## src/rtl/reg_access_arbiter_pkg.sv

```systemverilog
`default_nettype none
// ============================================================================
//  Module   : reg_access_arbiter_pkg
//  Purpose  : Shared FSM state encodings and rw encodings for the register
//             access arbiter and its round-robin winner select.
//  Revision : 1.0 - initial release
// ============================================================================
package reg_access_arbiter_pkg;

  // FSM state encodings
  localparam logic [1:0] ST_IDLE   = 2'd0;
  localparam logic [1:0] ST_ACCESS = 2'd1;
  localparam logic [1:0] ST_RESP   = 2'd2;

  // Same encoding as the register bank rw input
  localparam logic RW_WRITE = 1'b1;
  localparam logic RW_READ  = 1'b0;

endpackage
`default_nettype wire

```

## src/rtl/reg_access_arbiter_rr_arbiter.sv

```systemverilog
`default_nettype none
// ============================================================================
//  Module   : rr_arbiter
//  Purpose  : Combinational round-robin winner select. Scans ptr+1, ptr+2, ...
//             modulo NREQ and returns the first requester found.
//  Revision : 1.0 - initial release
// ============================================================================
module rr_arbiter #(
  parameter int NREQ = 2,
  parameter int ID_W = 1
) (
  input  logic [NREQ-1:0] req,
  input  logic [ID_W-1:0] ptr,
  output logic [ID_W-1:0] winner,
  output logic            found
);

  // First set request after the pointer, wrapping at NREQ
  always_comb begin
    winner = '0;
    found  = 1'b0;
    for (int k = 1; k <= NREQ; k++) begin
      if (!found && req[(int'(ptr) + k) % NREQ]) begin
        found  = 1'b1;
        winner = ID_W'((int'(ptr) + k) % NREQ);
      end
    end
  end

endmodule
`default_nettype wire

```

## src/rtl/reg_access_arbiter.sv

```systemverilog
`default_nettype none
// ============================================================================
//  Module   : reg_access_arbiter
//  Purpose  : Round-robin arbiter sharing a small register bank between NREQ
//             requesters. Sole writer of the bank; returns tagged read data.
//  Revision : 1.0 - initial release
// ============================================================================
module reg_access_arbiter
  import reg_access_arbiter_pkg::*;
#(
  parameter int NREQ   = 2,
  parameter int DATA_W = 4,
  parameter int NREGS  = 4,
  parameter int ADDR_W = 2,
  parameter int ID_W   = 1
) (
  input  logic                    clk,
  input  logic                    rst,
  input  logic [NREQ-1:0]         req,
  input  logic [NREQ-1:0]         rw,
  input  logic [NREQ*ADDR_W-1:0]  addr,
  input  logic [NREQ*DATA_W-1:0]  wdata,
  output logic [NREQ-1:0]         gnt,
  output logic [DATA_W-1:0]       rdata,
  output logic                    rvalid,
  output logic [ID_W-1:0]         rid,
  output logic                    busy,
  output logic [NREGS-1:0]        bank_we,
  output logic [DATA_W-1:0]       bank_wdata,
  input  logic [NREGS*DATA_W-1:0] bank_q
);

  logic [1:0]        r_state;
  logic [1:0]        w_next_state;
  // Pointer doubles as the latched winner: ptr always equals the last grant
  logic [ID_W-1:0]   r_ptr;
  logic              r_rw;
  logic [ADDR_W-1:0] r_addr;

  logic [ID_W-1:0]   w_winner;
  logic              w_found;
  logic              w_sel_rw;
  logic [ADDR_W-1:0] w_sel_addr;
  logic [DATA_W-1:0] w_sel_wdata;

  logic [NREQ-1:0]   w_gnt_nxt;
  logic [NREGS-1:0]  w_we_nxt;
  logic [DATA_W-1:0] w_bwd_nxt;
  logic [DATA_W-1:0] w_rdata_nxt;
  logic              w_rvalid_nxt;
  logic [ID_W-1:0]   w_rid_nxt;

  rr_arbiter #(
    .NREQ (NREQ),
    .ID_W (ID_W)
  ) u_rr_arbiter (
    .req    (req),
    .ptr    (r_ptr),
    .winner (w_winner),
    .found  (w_found)
  );

  // Mux the winning requester's rw/addr/wdata out of the flattened buses
  always_comb begin
    w_sel_rw    = RW_READ;
    w_sel_addr  = '0;
    w_sel_wdata = '0;
    for (int i = 0; i < NREQ; i++) begin
      if (int'(w_winner) == i) begin
        w_sel_rw    = rw[i];
        w_sel_addr  = addr[i*ADDR_W +: ADDR_W];
        w_sel_wdata = wdata[i*DATA_W +: DATA_W];
      end
    end
  end

  // State register plus the request latch captured when leaving IDLE
  always_ff @(posedge clk) begin
    if (rst) begin
      r_state <= ST_IDLE;
      r_ptr   <= ID_W'(NREQ - 1);
      r_rw    <= RW_READ;
      r_addr  <= '0;
    end else begin
      r_state <= w_next_state;
      if (r_state == ST_IDLE && w_found) begin
        r_ptr  <= w_winner;
        r_rw   <= w_sel_rw;
        r_addr <= w_sel_addr;
      end
    end
  end

  // Next-state decode: writes take IDLE->ACCESS, reads add a RESP cycle
  always_comb begin
    w_next_state = ST_IDLE;
    case (r_state)
      ST_IDLE:   w_next_state = w_found ? ST_ACCESS : ST_IDLE;
      ST_ACCESS: w_next_state = (r_rw == RW_READ) ? ST_RESP : ST_IDLE;
      ST_RESP:   w_next_state = ST_IDLE;
      default:   w_next_state = ST_IDLE;
    endcase
  end

  // Output decode: values the registered outputs take on the next edge
  always_comb begin
    w_gnt_nxt    = '0;
    w_we_nxt     = '0;
    w_bwd_nxt    = bank_wdata;
    w_rdata_nxt  = rdata;
    w_rvalid_nxt = 1'b0;
    w_rid_nxt    = rid;
    case (r_state)
      ST_IDLE: begin
        if (w_found) begin
          for (int i = 0; i < NREQ; i++)
            w_gnt_nxt[i] = (int'(w_winner) == i);
          // Out-of-range addresses match no register, so the write drops
          for (int r = 0; r < NREGS; r++)
            w_we_nxt[r] = (w_sel_rw == RW_WRITE) && (int'(w_sel_addr) == r);
          if (w_sel_rw == RW_WRITE)
            w_bwd_nxt = w_sel_wdata;
        end
      end
      ST_ACCESS: begin
        if (r_rw == RW_READ) begin
          w_rvalid_nxt = 1'b1;
          w_rid_nxt    = r_ptr;
          w_rdata_nxt  = '0;
          for (int r = 0; r < NREGS; r++)
            if (int'(r_addr) == r)
              w_rdata_nxt = bank_q[r*DATA_W +: DATA_W];
        end
      end
      default: ;
    endcase
  end

  // Output registers; reset abandons any in-flight transaction
  always_ff @(posedge clk) begin
    if (rst) begin
      gnt        <= '0;
      bank_we    <= '0;
      bank_wdata <= '0;
      rdata      <= '0;
      rvalid     <= 1'b0;
      rid        <= '0;
    end else begin
      gnt        <= w_gnt_nxt;
      bank_we    <= w_we_nxt;
      bank_wdata <= w_bwd_nxt;
      rdata      <= w_rdata_nxt;
      rvalid     <= w_rvalid_nxt;
      rid        <= w_rid_nxt;
    end
  end

  assign busy = (r_state != ST_IDLE);

endmodule
`default_nettype wire

```

## config.mk

```make
export PLATFORM = sky130hd
export DESIGN_NAME = reg_access_arbiter
export DESIGN_NICKNAME = d
export VERILOG_FILES = /design/src/rtl/reg_access_arbiter_pkg.sv /design/src/rtl/reg_access_arbiter_rr_arbiter.sv /design/src/rtl/reg_access_arbiter.sv
export SDC_FILE = /design/constraint.sdc
export NUM_CORES = 1
export LEC_CHECK = 0
export ABC_AREA = 0
export CAP_MARGIN = 20
export CORE_MARGIN = 4
export CORE_UTILIZATION = 41
export DETAILED_ROUTE_END_ITERATION = 10
export GPL_TIMING_DRIVEN = 0
export PLACE_DENSITY = 0.92
export REMOVE_ABC_BUFFERS = 1
export SKIP_CTS_REPAIR_TIMING = 1
export SLEW_MARGIN = 40
export SYNTH_ARGS = -nofsm -noshare
export SYNTH_HDL_FRONTEND = slang
export SYNTH_HIERARCHICAL = 1
export SYNTH_SLANG_ARGS = --single-unit
```

## constraint.sdc

```tcl
create_clock -name clk -period 3.8 [get_ports clk]
set_clock_uncertainty 0.2 [all_clocks]
set_input_delay 0.76 -clock clk [delete_from_list [all_inputs] [get_ports clk]]
set_output_delay 0.76 -clock clk [all_outputs]
set_load 0.05 [all_outputs]
```

==> flow_summary.ini, run 1 <==
[status]
status = complete, no violations

[place]
placed_area_um2 = 1490
dp_slack_ns = 0.936
dp_cells = 161
port_buffers = 50
gp_congestion = 0.811
hpwl_um = 2080

[cts]
clk_latency_ns = 0.32
cts_buffer_depth = 2
htreeDepth = 1
cts_buffers = 3
cts.sinks = 22
clk_pin_slew_ns = 0.13
cts_tree = built
root_buffer = clkbuf_4

[floorplanning]
die_width_um = 56.9
core_um2 = 2250
initial_core_util_pct = 43.6
io_pins = 51
die_h_um = 56.9
dieArea_um2 = 3240
row_count = 17

[route]
first_pass_iters = 4
drtIter0Drc = 10
vias = 860
wl_per_cell_um = 16.2
routed_wl_um = 2670
ant_nets = 0
viasPerCell = 5.21
drc_errors = 0

[worst_setup_path]
reg2reg_to = bank_wdata[0]
critPathMaxStageDelay_ns = 0.80
slowest_stage = clkdlybuf4s50_1
crit_path_end_kind = output pin
ff2ff_path_depth = 4
worstPathCellList = or2_2 > clkdlybuf4s50_1
worstPathArrival_ns = 1.78
required_ns = 2.84
path_max_fanout = 5
critPathKind = register to output pin
r2r_start = r_ptr
ff2ff_setup_slack_ns = 1.83
cp-start-kind = register

[min_path]
hp-class = register to register
min_to = rdata[1]
whs_path_depth = 2
min_from = rdata[1]

[logic_synthesis]
synth-adder-area-share_pct = 0
synth-main-ff-cell = dfxtp_1
synth_top_area_share_pct = 44.8
syn_inst = 89
avgSynthCellArea_um2 = 11.0
yosysSeqAreaShare_pct = 44.8
yosys-top-cells-count = dfxtp_1, nor2_1, mux2i_1
synthSimpleGateAreaFrac_pct = 18.3
synth_top_family_by_area = multiplexers
synth-seq-cells = 22
postSynth.asyncResetShare_pct = 0
synthXorXnorAreaFrac_pct = 0
yosysMostFrequentCell = dfxtp_1
yosys_warnings = 6
synth_area_leaders = dfxtp_1, mux2i_1, mux4_1
syn_area_um2 = 982
synth_edf_count = 0
synth_compound_area_share_pct = 11.7
yosysTopAreaCell = dfxtp_1
ys_types = 31
yosys-mux-area-fraction_pct = 21.7

[sta]
relSlewSlack_pct = 44.8
timing.fmax_ghz = 0.366
worst_pin_slew_ns = 0.824
setup_viol = 0
fin_tns_setup_ns = 0
final_max_slew_viol_count = 0
period_minus_slack_ns = 2.74
setup_slack_ns = 1.06
rsz0062_at_grt = no
finalCritPeriodShare_pct = 72.0
timing.hold.ws_ns = 0.311
finalHoldViolCount = 0

[global_route]
grt_use_total_pct = 16.7
grt_pass1_wl_um = 4150
grt_max_degree = 18
antenna_found_initial = 0
grt_remaining_overflow = 0
grt_pass1_vias = 864

[power_and_ir_drop]
vdd_drop_max_v = 0.000229
p_leak_nw = 0.566
power_mw = 0.641
powerDensity_nw_per_um2 = 415

[flow_run]
cap_viol_max_count = 0

[cells_and_area]
area_growth_pct = 57.2
final_nets = 172
seqCellArea_um2 = 440
multi_input_area_um2 = 512
antennaDiodeCount = 0
final.fill_count = 175
final_area_um2 = 1540
fin_util_pct = 68.5
fin_cells = 165
drive_gt1_share_pct = 11.7
==> worst max-delay path by stage <==
stage,endpoint,start,slack [ns],cells past startpoint
4_1_cts,busy,r_state[1],1.06,2
3_3_place_gp,bank_wdata[0],req[1],0.55,5
5_1_grt,busy,r_state[1],1.0,2
6_report,busy,r_state[1],1.06,2
3_5_place_dp,bank_wdata[3],req[1],0.94,5
2_1_floorplan,bank_wdata[3],req[1],1.30,4
==> worst max-delay path, delay by kind of cell (launching register included) <==
family | cells | cell delay, ns
AND/OR/NAND/NOR | 1 | 0.17
flip-flops | 1 | 0.49
buffers and inverters | 1 | 0.80
==> routing by layer <==
metal | routed length (um) | global-route usage [%] | up-vias
li1 | - | - | 420
met1 | 982 | 17.0 | 394
met2 | 1370 | 29.9 | 36
met3 | 234 | 5.43 | 10
met4 | 87 | 9.27 | 0
met5 | 0 | 0 | -
==> final cells by class <==
cell class / count / area share (%)
clock inverters: 1 / 1.94
inverters: 1 / 0.243
flip-flops and latches: 22 / 28.5
multi-input cells: 60 / 33.1
repair buffers: 50 / 32.4
clock buffers: 3 / 1.46
well taps: 28 / 2.27
==> state kept, by name (all words and copies together), names as in the netlist <==
name and count:
bank_wdata 4, bank_we 4, gnt 2, r_addr 2
r_ptr 1, r_rw 1, r_state 2, rdata 4
rid 1, rvalid 1
==> where the power goes <==
group / internal (mW) / leakage, nW / switching (mW)
Combinational: 0.0919 / 0.357 / 0.101
Sequential: 0.250 / 0.181 / 0.0164
Clock: 0.107 / 0.0279 / 0.0753
==> placed cells by master, fill, tap and decap left out <==
master / n
clkdlybuf4s50_1: 50
dfxtp_1: 22
nor2_1: 12
mux2i_1: 10
nand2_1: 5
a21oi_1: 4
nor2b_1: 3
a311oi_1: 3
clkbuf_4: 3
a32oi_1: 2
mux4_2: 2
mux4_1: 2
nor3_1: 2
or2_2: 1
nor3b_4: 1
nor4b_2: 1
nand2b_1: 1
nor3b_2: 1
mux2_4: 1
a21oi_2: 1
a311oi_2: 1
inv_1: 1
a211oi_1: 1
or3b_2: 1
nand3b_1: 1
a211oi_2: 1
and2_1: 1
bufinv_16: 1
or2_1: 1
a21boi_2: 1
==> cell families after synthesis <==
kind of cell           count (synthesis)
buffers and inverters                  7
DFF                                   22
and+or+nand+nor                       31
muxes                                 15
AOI/OAI and AO/OA                     14
Note: power is estimated with default switching activity, not from simulation.
==> inputs of run 2 (changes only) <==
- CORE_UTILIZATION: 41 -> 35
- PLACE_DENSITY: 0.92 -> 0.84
- clock period: 3.8 -> 2.4 ns (I/O delays scaled with it)
==> run 2 against run 1 <==
Compared with the run above: critical path depth grew 3; register-to-register slack lost 1.4 ns; wire length shrank 13%; power grew 44%; via count shrank 4.3%; sequential cell count is the same; setup slack lost 0.91 ns; non-clock buffer count is the same; die area grew 15%.
==> flow_summary.ini, run 2 (synthesis gave the netlist of run 1 again) <==
[worst_setup_path]
path_max_fanout = 14
critPathKind = primary input to register
critPathMaxStageDelay_ns = 0.61
worstPathCellList = clkdlybuf4s50_1 > a21boi_2 > mux2_4 > a21oi_1 > a311oi_1
crit_path_end_kind = register
worstPathArrival_ns = 2.26
required_ns = 2.41
slowest_stage = a21boi_2
cp-start-kind = primary input

[floorplanning]
row_count = 18
io_pins = 51
core_um2 = 2570
die_h_um = 61.0
dieArea_um2 = 3720
die_width_um = 61.0
initial_core_util_pct = 38.3

[cts]
root_buffer = clkbuf_4
cts_buffer_depth = 2
clk_latency_ns = 0.30
cts.sinks = 22
cts_tree = built
htreeDepth = 1
clk_pin_slew_ns = 0.12
cts_buffers = 3

[route]
wl_met1_um = 993
drc_errors = 0
drtIter0Drc = 7
met3_length_um = 278
wl_per_cell_um = 13.9
routed_wl_um = 2320
vias = 823
ant_nets = 0
maxUsedRoutingLayer = met4
viasPerCell = 4.93
first_pass_iters = 3
met2_length_um = 1030

[sta]
relSlewSlack_pct = 47.9
setup_viol = 0
rsz0062_at_grt = no
finalHoldViolCount = 0
worst_pin_slew_ns = 0.778
period_minus_slack_ns = 2.24
fin_tns_setup_ns = 0
final_max_slew_viol_count = 0
finalCritPeriodShare_pct = 93.5
timing.fmax_ghz = 0.446

[cells_and_area]
layout.cells.most_common_list = clkdlybuf4s50_1, dfxtp_1, nor2_1
drive_gt1_share_pct = 11.7
antennaDiodeCount = 0
final_nets = 172
final_area_um2 = 1530
fin_util_pct = 59.7
layout_commonest_cell = clkdlybuf4s50_1
reg_top3 = bank_wdata x4, bank_we x4, rdata x4
area_growth_pct = 56.1

[place]
hpwl_um = 1890
placed_area_um2 = 1490
port_buffers = 50
gp_congestion = 0.646

[global_route]
grt_use_total_pct = 12.7
grt_max_degree = 18
grt_pass1_wl_um = 3580
antenna_found_initial = 0
grt_pass1_vias = 818
grt_remaining_overflow = 0

[power_and_ir_drop]
vdd_drop_max_v = 0.000335
powerDensity_nw_per_um2 = 603
p_leak_nw = 0.571

[flow_run]
cap_viol_max_count = 0

[status]
status = complete, no violations

[min_path]
hp-class = register to register
==> run 2: cell types whose count changed in the layout (fill, tap and decap cells not counted) <==
cell,before,now
bufinv_16,1,0
clkbuf_8,0,1
clkdlybuf4s50_1,50,49
dlymetal6s2s_1,0,1
==> run 2: worst max-delay path: cells and delay by family <==
family / cells / cell delay, ns
AO/OA/AOI/OAI: 3 / 0.96
multiplexers: 1 / 0.35
buffers and inverters: 1 / 0.46
==> run 2: cell type report <==
class	instances	area (um^2)
inverter	1	3.75
timing repair buffer	50	503
clock buffer	4	36.3
tap	30	37.5
fill	231	1030
multi-input combinational	60	512
sequential	22	440
==> run 2: metrics by stage <==
step	std cells	hold WS [ns]	worst slack (ns)	total power, mW
after global placement	163	0.274	-0.599	0.724
after floorplan	83	0.258	0.177	0.607
after global routing	167	0.322	0.0414	0.966
final	167	0.298	0.156	0.924
after detailed placement	163	0.285	-0.173	0.731
after CTS	167	0.305	-0.0234	0.928
==> run 2: path summary, 6_finish.rpt <==
path | start | to | cells past startpoint | slack (ns)
min | r_rw | r_rw | 2 | 0.30
min reg2reg | r_rw | r_rw | 2 | 0.30
max | req[1] | bank_wdata[2] | 5 | 0.16
max reg2reg | r_ptr | bank_wdata[2] | 4 | 0.46
==> run 2: power breakdown <==
| group | internal [mW] | total, mW | switching, mW |
|---|---|---|---|
| combinational | 0.145 | 0.300 | 0.154 |
| clock | 0.0925 | 0.204 | 0.111 |
| sequential | 0.396 | 0.420 | 0.0244 |
| total | 0.633 | 0.924 | 0.290 |
==> run 2: routing by layer <==
| layer | up-vias | GRT usage (%) |
|---|---|---|
| met4 | 0 | 4.64 |
| met2 | 36 | 21.7 |
| met1 | 362 | 14.8 |
| met5 | - | 0 |
| li1 | 423 | - |
| met3 | 2 | 4.26 |
==> inputs of run 3 (changes only) <==
- PLACE_DENSITY: 0.84 -> not set
- PLACE_DENSITY_LB_ADDON: not set -> 0.08
==> run 3 against run 2 <==
Compared with the run above: sequential share of layout area is 0.26 points higher; sequential cell count unchanged; maximum frequency is 0.99% lower; register-to-register slack hardly changed; clock power down 23%; final cell count is 0.60% lower; non-clock buffer count is the same; sequential power hardly changed.
==> flow_summary.ini, run 3 (synthesis gave the netlist of run 1 again) <==
[status]
status = complete, no violations

[floorplanning]
initial_core_util_pct = 38.3
dieArea_um2 = 3720
core_um2 = 2570
die_width_um = 61.0
io_pins = 51
die_h_um = 61.0
row_count = 18

[worst_setup_path]
path_max_fanout = 14
cp-start-kind = primary input
required_ns = 2.41
worstPathArrival_ns = 2.28
crit_path_end_kind = register
r2r_start = r_ptr
critPathKind = primary input to register
ff2ff_path_depth = 4
ff2ff_setup_slack_ns = 0.45
worstPathCellList = clkdlybuf4s50_1 > a21boi_2 > mux2_4 > a21oi_1 > a311oi_1
reg2reg_to = bank_wdata[2]
slowest_stage = a21boi_2
critPathMaxStageDelay_ns = 0.62

[global_route]
grt_remaining_overflow = 0
antenna_found_initial = 0
grt_pass1_wl_um = 3510
grt_max_degree = 18
grt_use_total_pct = 12.5
grt_pass1_vias = 801

[route]
viasPerCell = 4.82
vias = 800
drtIter0Drc = 23
drc_errors = 0
ant_nets = 0
routed_wl_um = 2220
first_pass_iters = 4
wl_per_cell_um = 13.3

[cts]
cts_tree = built
cts_buffer_depth = 2
htreeDepth = 1
root_buffer = clkbuf_4
cts_buffers = 3
cts.sinks = 22
clk_latency_ns = 0.30
clk_pin_slew_ns = 0.11

[place]
hpwl_um = 1770
dp_cells = 163
gp_congestion = 0.673
port_buffers = 50

[power_and_ir_drop]
vdd_drop_max_v = 0.000380
powerDensity_nw_per_um2 = 577
p_leak_nw = 0.564

[cells_and_area]
layout.cells.most_common_list = clkdlybuf4s50_1, dfxtp_1, nor2_1
reg_top3 = bank_wdata x4, bank_we x4, rdata x4
fin_cells = 166
area_growth_pct = 54.7
fin_util_pct = 59.2
layout_commonest_cell = clkdlybuf4s50_1
drive_gt1_share_pct = 11.0
antennaDiodeCount = 0
final_nets = 172

[sta]
setup_viol = 0
finalCritPeriodShare_pct = 94.4
rsz0062_at_grt = no
relSlewSlack_pct = 47.3
timing.hold.ws_ns = 0.304
finalHoldViolCount = 0
period_minus_slack_ns = 2.27
timing.fmax_ghz = 0.441
worst_pin_slew_ns = 0.787
final_max_slew_viol_count = 0

[min_path]
whs_path_depth = 2
hp-class = register to register
min_to = r_rw
min_from = r_rw

[flow_run]
cap_viol_max_count = 0
[run 3: changes by cell type in the layout (fill, tap and decap cells not counted), sizes merged]
cell	previous run	this run
clkbuf	4	3
[run 3: how the worst max path moves through the flow]
stage / startpoint / end / slack, ns / cells past startpoint
final: req[1] / bank_wdata[2] / 0.13 / 5
after global routing: req[1] / bank_wdata[2] / 0.01 / 5
after CTS: r_state[1] / busy / -0.01 / 2
after detailed placement: req[1] / bank_wdata[2] / -0.20 / 5
after global placement: req[1] / bank_wdata[2] / -0.62 / 5
after floorplan: req[1] / bank_wdata[3] / 0.18 / 4
[run 3: layout make-up]
cell class / count / area [um^2]
Sequential cell: 22 / 440
Multi-Input combinational cell: 60 / 512
Tap cell: 30 / 37.5
Clock buffer: 3 / 22.5
Fill cell: 241 / 1050
Inverter: 1 / 3.75
Timing Repair Buffer: 50 / 503
[run 3: worst max-delay path, delay by kind of cell]
kind                   cells  cell delay, ns
muxes                      1            0.36
buffers and inverters      1            0.47
AOI/OAI and AO/OA          3            0.96
[run 3: layer usage]
layer	wire [um]	up-vias	global-route usage, %	part of all wire (%)
met1	912	358	13.7	41
met3	164	0	5.53	7.4
li1	-	417	-	-
met2	1140	25	23.2	51
met4	0	0	0.929	0
met5	0	-	0	0
[run 3: per-stage QoR]
step	setup WS [ns]	setup TNS (ns)	total power, mW	instance area [um^2]
after global placement	-0.622	-5.78	0.725	1490
after floorplan	0.177	0	0.607	952
after global routing	0.0115	0	0.923	1520
final	0.133	0	0.876	1520
after CTS	-0.00976	-0.00976	0.891	1520
after detailed placement	-0.200	-1.05	0.730	1490
[run 3: where the power goes]
part           total (mW)  internal (mW)  switching [mW]
Sequential          0.420          0.396          0.0244
Combinational       0.298          0.145           0.153
Clock               0.158         0.0584          0.0993
